<file path="src/rtl/ram_arbiter.sv">
`default_nettype none
// ============================================================================
// ram_arbiter : round-robin sharer of the single-port RAM (CPU bus A, loader B)
// Optional macro RAM_ARBITER_STATS_EN adds grant/conflict counters. Rev 1.0
// ============================================================================
module ram_arbiter #(
  parameter int RAM_DEPTH  = 16,
  parameter int WIDTH      = 8,
  parameter int MAX_LOCK   = 4,
  localparam int ADDR_WIDTH = $clog2(RAM_DEPTH)
) (
  input  logic                  clk,
  input  logic                  rst_n,
  input  logic                  clk_en,
  input  logic                  i_a_req,
  input  logic                  i_a_lock,
  input  logic                  i_a_we,
  input  logic [ADDR_WIDTH-1:0] i_a_addr,
  input  logic [WIDTH-1:0]      i_a_wdata,
  input  logic                  i_b_req,
  input  logic                  i_b_lock,
  input  logic                  i_b_we,
  input  logic [ADDR_WIDTH-1:0] i_b_addr,
  input  logic [WIDTH-1:0]      i_b_wdata,
  output logic                  o_a_gnt,
  output logic                  o_b_gnt,
  output logic [WIDTH-1:0]      o_a_rdata,
  output logic [WIDTH-1:0]      o_b_rdata,
  output logic                  o_a_rvalid,
  output logic                  o_b_rvalid,
  output logic [ADDR_WIDTH-1:0] o_ram_address,
  output logic                  o_ram_load_enable,
  output logic [WIDTH-1:0]      o_ram_load_data,
  input  logic [WIDTH-1:0]      i_ram_data
`ifdef RAM_ARBITER_STATS_EN
  ,
  output logic [15:0]           o_a_grant_count,
  output logic [15:0]           o_b_grant_count,
  output logic [15:0]           o_conflict_count
`endif
);

  localparam int CNT_W = (MAX_LOCK > 1) ? $clog2(MAX_LOCK) : 1;
  localparam logic [CNT_W-1:0] LOCK_LAST = CNT_W'(MAX_LOCK - 1);

  typedef enum logic [1:0] {
    IDLE  = 2'd0,
    OWN_A = 2'd1,
    OWN_B = 2'd2
  } state_t;

  state_t                  state;
  state_t                  state_nxt;
  logic                    last_b;      // 1 when B received the most recent grant
  logic                    last_b_nxt;
  logic [CNT_W-1:0]        lock_cnt;
  logic [CNT_W-1:0]        lock_cnt_nxt;
  logic [ADDR_WIDTH-1:0]   addr_hold;
  logic                    a_gnt;
  logic                    b_gnt;
  logic                    a_rd;
  logic                    b_rd;

  assign a_gnt = (state == OWN_A) && i_a_req;
  assign b_gnt = (state == OWN_B) && i_b_req;
  assign a_rd  = a_gnt && !i_a_we;
  assign b_rd  = b_gnt && !i_b_we;

  always_comb begin
    state_nxt    = state;
    last_b_nxt   = last_b;
    lock_cnt_nxt = '0;
    case (state)
      IDLE: begin
        if (i_a_req && i_b_req) begin
          state_nxt = last_b ? OWN_A : OWN_B;
        end else if (i_a_req) begin
          state_nxt = OWN_A;
        end else if (i_b_req) begin
          state_nxt = OWN_B;
        end
      end
      OWN_A: begin
        if (i_a_req) begin
          if (i_a_lock && i_b_req) begin
            if (lock_cnt < LOCK_LAST) begin
              lock_cnt_nxt = lock_cnt + 1'b1;
            end else begin
              state_nxt = OWN_B;
            end
          end else if (!i_a_lock && i_b_req) begin
            state_nxt = OWN_B;
          end
        end else begin
          state_nxt = i_b_req ? OWN_B : IDLE;
        end
      end
      OWN_B: begin
        if (i_b_req) begin
          if (i_b_lock && i_a_req) begin
            if (lock_cnt < LOCK_LAST) begin
              lock_cnt_nxt = lock_cnt + 1'b1;
            end else begin
              state_nxt = OWN_A;
            end
          end else if (!i_b_lock && i_a_req) begin
            state_nxt = OWN_A;
          end
        end else begin
          state_nxt = i_a_req ? OWN_A : IDLE;
        end
      end
      default: state_nxt = IDLE;
    endcase
    if (a_gnt) begin
      last_b_nxt = 1'b0;
    end
    if (b_gnt) begin
      last_b_nxt = 1'b1;
    end
  end

  // IDLE presents the address last used by an owner so the RAM output stays stable
  assign o_ram_address     = (state == OWN_A) ? i_a_addr :
                             (state == OWN_B) ? i_b_addr : addr_hold;
  assign o_ram_load_data   = (state == OWN_B) ? i_b_wdata : i_a_wdata;
  assign o_ram_load_enable = (a_gnt && i_a_we) || (b_gnt && i_b_we);
  assign o_a_gnt           = a_gnt;
  assign o_b_gnt           = b_gnt;

  always_ff @(posedge clk) begin
    if (!rst_n) begin
      state      <= IDLE;
      last_b     <= 1'b1;
      lock_cnt   <= '0;
      addr_hold  <= '0;
      o_a_rdata  <= '0;
      o_b_rdata  <= '0;
      o_a_rvalid <= 1'b0;
      o_b_rvalid <= 1'b0;
    end else if (clk_en) begin
      state      <= state_nxt;
      last_b     <= last_b_nxt;
      lock_cnt   <= lock_cnt_nxt;
      o_a_rvalid <= a_rd;
      o_b_rvalid <= b_rd;
      if (a_rd) begin
        o_a_rdata <= i_ram_data;
      end
      if (b_rd) begin
        o_b_rdata <= i_ram_data;
      end
      if (state != IDLE) begin
        addr_hold <= o_ram_address;
      end
    end
  end

`ifdef RAM_ARBITER_STATS_EN
  logic [15:0] a_grant_cnt;
  logic [15:0] b_grant_cnt;
  logic [15:0] conflict_cnt;
  logic        conflict;

  // A conflict needs an owner: the other port is requesting and is locked out
  assign conflict = ((state == OWN_A) && i_b_req) || ((state == OWN_B) && i_a_req);

  always_ff @(posedge clk) begin
    if (!rst_n) begin
      a_grant_cnt  <= '0;
      b_grant_cnt  <= '0;
      conflict_cnt <= '0;
    end else if (clk_en) begin
      if (a_gnt && (a_grant_cnt != 16'hFFFF)) begin
        a_grant_cnt <= a_grant_cnt + 16'd1;
      end
      if (b_gnt && (b_grant_cnt != 16'hFFFF)) begin
        b_grant_cnt <= b_grant_cnt + 16'd1;
      end
      if (conflict && (conflict_cnt != 16'hFFFF)) begin
        conflict_cnt <= conflict_cnt + 16'd1;
      end
    end
  end

  assign o_a_grant_count  = a_grant_cnt;
  assign o_b_grant_count  = b_grant_cnt;
  assign o_conflict_count = conflict_cnt;
`else
  // Statistics are compiled out; arbitration is unaffected.
`endif

endmodule
`default_nettype wire

</file>
<file path="config.mk">
export PLATFORM = sky130hd
export DESIGN_NAME = ram_arbiter
export DESIGN_NICKNAME = d
export VERILOG_FILES = /design/src/rtl/ram_arbiter.sv
export SDC_FILE = /design/constraint.sdc
export NUM_CORES = 1
export LEC_CHECK = 0
export ABC_AREA = 1
export CORE_AREA = 2 2 57 72
export DETAILED_ROUTE_END_ITERATION = 10
export DIE_AREA = 0 0 59 74
export PLACE_DENSITY = 0.86
export SLEW_MARGIN = 20
export SYNTH_ARGS = -nofsm -noshare
export SYNTH_HDL_FRONTEND = slang
export SYNTH_SLANG_ARGS = --single-unit
</file>
<file path="constraint.sdc">
create_clock -name clk -period 1.9 [get_ports clk]
set_input_delay 0.285 -clock clk [delete_from_list [all_inputs] [get_ports clk]]
set_output_delay 0.285 -clock clk [all_outputs]
set_load 0.02 [all_outputs]
</file>
**Word level (Yosys, flattened, before mapping)**

Index checks and enable logic that the tools add are counted.

- Add/subtract/negate cells: 1
- Muxes and demuxes: 26
- Equality and inequality tests: 7
- Reduce and logical (&&, ||, !) cells: 24
- Order comparisons: 1

Operators with widths:

| operator | number |
|---|---|
| $mux 2 | 18 |
| $ne 4x4->1 const B | 3 |
| $logic_and 1x1->1 | 11 |
| $mux 4 | 2 |
| $mux 8 | 1 |
| $ne 4x2->1 const B | 2 |
| $reduce_and 2->1 | 4 |
| $pmux 2 s3 | 1 |
| $reduce_and 6->1 | 1 |
| $logic_not 1->1 | 4 |
| $pmux 2 s2 | 1 |
| $reduce_bool 2->1 | 2 |
| $mux 1 | 3 |
| $add 2x1->2 const B | 1 |
| $eq 2x1->1 const B | 1 |
| $eq 2x2->1 const B | 1 |
| $logic_not 2->1 | 1 |
| $lt 2x2->1 const B | 1 |
| $logic_or 1x1->1 | 1 |

- Output and inout bits: 33
- Input port bits: 41
- Flip-flop bits (word level): 27
- Word-level logic and storage cells: 67

**Depth between registers and ports, before layout**

Gate-level depths: netlist of run 1.

- Word-level depth: 6
- Gate-level depth with buffers: 10
- Gate-level depth less buffers: 10

**Least setup slack after synthesis of run 1**

No wires, ideal clock.

- Kind: reg2out
- From: register state[0]
- To: output port o_ram_address[3]
- Required time: 1.615 ns
- Stages on the path, launching flop included: 10
- Arrival time: 1.300 ns
- Setup slack: 0.315 ns
- Cells stage by stage: dfxtp_1 inv_1 ha_1 inv_1 buf_2 nand2_1 nand2_1 nand2_1 o21a_1 inv_1

- Cells in the longest elaborated chain, start to end: 3
- Elaborated cells on any way between the ends: 4

RTL lines:

| item | RTL line | RTL |
|---|---|---|
| start: declaration | 52 | `state_t state;` |
| start signal: assignment | 142 | `state <= state_nxt;` |
| $eq 2x2->1 | 125 | `(state == OWN_B) ? i_b_addr : addr_hold;` |
| $mux 4 | 125 |  |
| $mux 4 * | 124 | `assign o_ram_address = (state == OWN_A) ? i_a_addr :` |
| end: declaration | 31 | `output logic [ADDR_WIDTH-1:0] o_ram_address,` |

Mark *: on every way between the ends. The rest lies on a longest branch, timed or not.

**Final worst setup path of run 1**

- From: register state[0]
- To: output port o_ram_load_data[2]

- Cells in the longest elaborated chain, start to end: 2

RTL lines:

| item | RTL line | RTL |
|---|---|---|
| $eq 2x2->1 | 126 | `assign o_ram_load_data = (state == OWN_B) ? i_b_wdata : i_a_wdata;` |
| $mux 8 | 126 |  |
| end: declaration | 33 | `output logic [WIDTH-1:0] o_ram_load_data,` |

No other way between the ends.

==> results.toml, run 1 <==
[floorplanning]
io_pins = 74
std_cell_rows = 25
die_area_mm2 = 0.00437
die_y_um = 74
initial_core_util_pct = 37.3
coreArea_mm2 = 0.00369
die_x_um = 59

[critical_path]
crit_type = "reg2out"
critPathArrivalTime_ns = 1.51
worstPathRequired_ns = 1.62
critPathCaptureType = "output port"
crit_fanout = 10
critPathLaunchType = "flop"

[yosys]
yosysMostFrequentCell = "nand2_1"
synth_fp_nets = 260
synth_top_area_share_pct = 39.3
synth_top_area_cell = "dfxtp_1"
synthTopCellsByArea = "dfxtp_1 39%, nand2_1 18%, nor2_1 10%, o21ai_0 9.1%, inv_1 6.0%"
yosys_warnings = 0
synth_seq_cells = 27
synth_flop_cell = "dfxtp_1"
yosysSeqAreaShare_pct = 39.3
synthArstFlopShare_pct = 0
syn_avg_cell_area_um2 = 6.43
synth.distinct_cells = 16
synth_commonest_cells = "67 x nand2_1, 38 x nor2_1, 27 x dfxtp_1"
syn-instance-count = 214
syn-cell-area_mm2 = 0.00138
synth-edff-count = 0

[clock_tree]
cts_made_buffers = 3
cts_tree = "yes"
clkSinkCount = 27
clk_pin_slew_worst_paths_ns = 0.10
clockBufferDepth = 2
insertion_delay_ns = 0.28
h-tree-depth = 1
cts_root_buf = "clkbuf_8"

[pwr]
p_leak_nw = 1.14
p_per_area_mw_per_mm2 = 631
peakVddDrop_uv = 435

[sta]
hold_viol = 0
finalMaxSlewViolations = 0
tns_ns = 0
worst_slew_pin_slew_ns = 0.446
finClkSkew_ns = 0.00321
period_minus_slack_ns = 1.80
whs_ns = 0.473
relSlewSlack_pct = 70.1
finalSetupViolations = 0
fin_crit_sh_pct = 94.6
fmax_mhz = 556

[layout]
diodes = 0
drive_above_1_share_pct = 15.7
syn2layout_area_growth_pct = 66.7
layout.nets = 353

[detailed_routing]
routed_wl_um = 3890
vias = 1641
wl_per_cell_um = 11.3
drtPass1Iterations = 4
route.detailed.drc = 0
antenna_left = 0
drt_first_iter_violations = 43
vias_per_cell = 4.74

[global_route]
grt_pass1_wl_um = 6420
grt_start_max_net_pins = 27
grt_pass1_vias = 1501
antenna_found_initial = 0
grt_util_all_layers_pct = 18.7
grt-ovfl-total = 0

[place]
dp.final_hpwl_um = 3010
gp_congestion = 0.816
port_buffers = 73

[min_path]
hold_class = "reg2reg"

[run_status]
status = "finished, final reports clean"

[run]
max-cap-violations = 0
-- layout by cell type (no fill, tap or decap) --
master,count
inv_1,20
nand3_1,7
buf_6,2
a21oi_1,8
nor3_4,1
nand2_1,67
dfxtp_1,26
buf_4,18
clkinvlp_4,1
clkdlybuf4s15_2,4
dfxtp_2,1
clkbuf_8,3
nor2_4,1
nor2_1,38
buf_2,4
o21a_1,4
inv_2,6
clkdlybuf4s50_1,58
ha_1,4
ha_2,1
o21ai_0,25
clkbuf_2,6
o22ai_1,1
-- metrics by stage --
stage	setup slack (ns)	std cells	area (um2)	total power, W	utilization (%)
after global placement	-0.0466	341	2270	0.00114	61.6
after global routing	-0.000363	346	2290	0.00154	62.2
final	0.103	346	2290	0.00145	62.2
after detailed placement	-0.0965	341	2270	0.00115	61.6
after CTS	0.0143	345	2310	0.00146	62.6
after floorplan	0.315	214	1380	0.000863	-
-- sequential cells by signal (all words and copies together) (netlist names) --
signal,flops
addr_hold,4
o_b_rdata,8
last_b,1
o_a_rdata,8
state,2
o_a_rvalid,1
o_b_rvalid,1
lock_cnt,2
-- what timing repair did --
action                                  CTS  global route
resized for setup                        44            13
endpoints found under the setup margin   15            15
hold buffers                              0             0
setup buffers                             0             1
-- critical path: stages (launching register included) --
cell             delay, ns
dfxtp_2               0.35
inv_1                 0.06
ha_2                  0.19
buf_6                 0.14
buf_4                 0.14
nand2_1               0.07
nand2_1               0.05
clkdlybuf4s15_2       0.24
-- cell type report --
class,instances,area [um2]
Fill cell,334,1400
Timing Repair Buffer,92,833
Multi-Input combinational cell,157,723
Sequential cell,27,542
Inverter,26,97.6
Tap cell,40,50.0
Clock buffer,3,41.3
Clock inverter,1,7.51
-- cell families after synthesis --
family | Yosys count | share of synthesized area [%]
simple gates | 114 | 33.2
compound gates | 38 | 14.6
buf+inv | 30 | 8.36
flops | 27 | 39.3
fa+ha+maj | 5 | 4.55
-- power by group --
part	total [W]	internal, W	switching, W
clock	0.000339	0.000149	0.000190
sequential	0.000607	0.000593	0.0000141
combinational	0.000502	0.000248	0.000254
-- worst paths after layout --
check	startpoint	endpoint	slack [ns]	cells after the start
worst max-delay path	state[0]$_SDFFE_PN0P_	o_ram_load_data[2]	0.10	7
worst min-delay path	o_b_rvalid$_SDFFE_PN0P_	o_b_rvalid$_SDFFE_PN0P_	0.47	2
worst max register to register	state[0]$_SDFFE_PN0P_	o_b_rdata[0]$_SDFFE_PN0P_	0.23	10
worst min register to register	o_b_rvalid$_SDFFE_PN0P_	o_b_rvalid$_SDFFE_PN0P_	0.47	2
-- metal layers --
layer | track usage (%) | vias to the layer above | wire, um
met4 | 6.06 | 0 | 53
met5 | 0 | - | 0
li1 | - | 855 | -
met1 | 20.6 | 708 | 1600
met2 | 33.5 | 73 | 1820
met3 | 6.26 | 5 | 419
Note: power is estimated with default switching activity, not from simulation.
==> inputs of run 2 (changes only) <==
--- a/config.mk
+++ b/config.mk
@@ -9,6 +9,7 @@
 export CORE_AREA = 2 2 57 72
 export DETAILED_ROUTE_END_ITERATION = 10
 export DIE_AREA = 0 0 59 74
+export GPL_ROUTABILITY_DRIVEN = 1
 export PLACE_DENSITY = 0.86
 export SLEW_MARGIN = 20
 export SYNTH_ARGS = -nofsm -noshare
==> results of run 2 <==
Same layout as run 1: the final DEF is identical, and so are final timing and power.
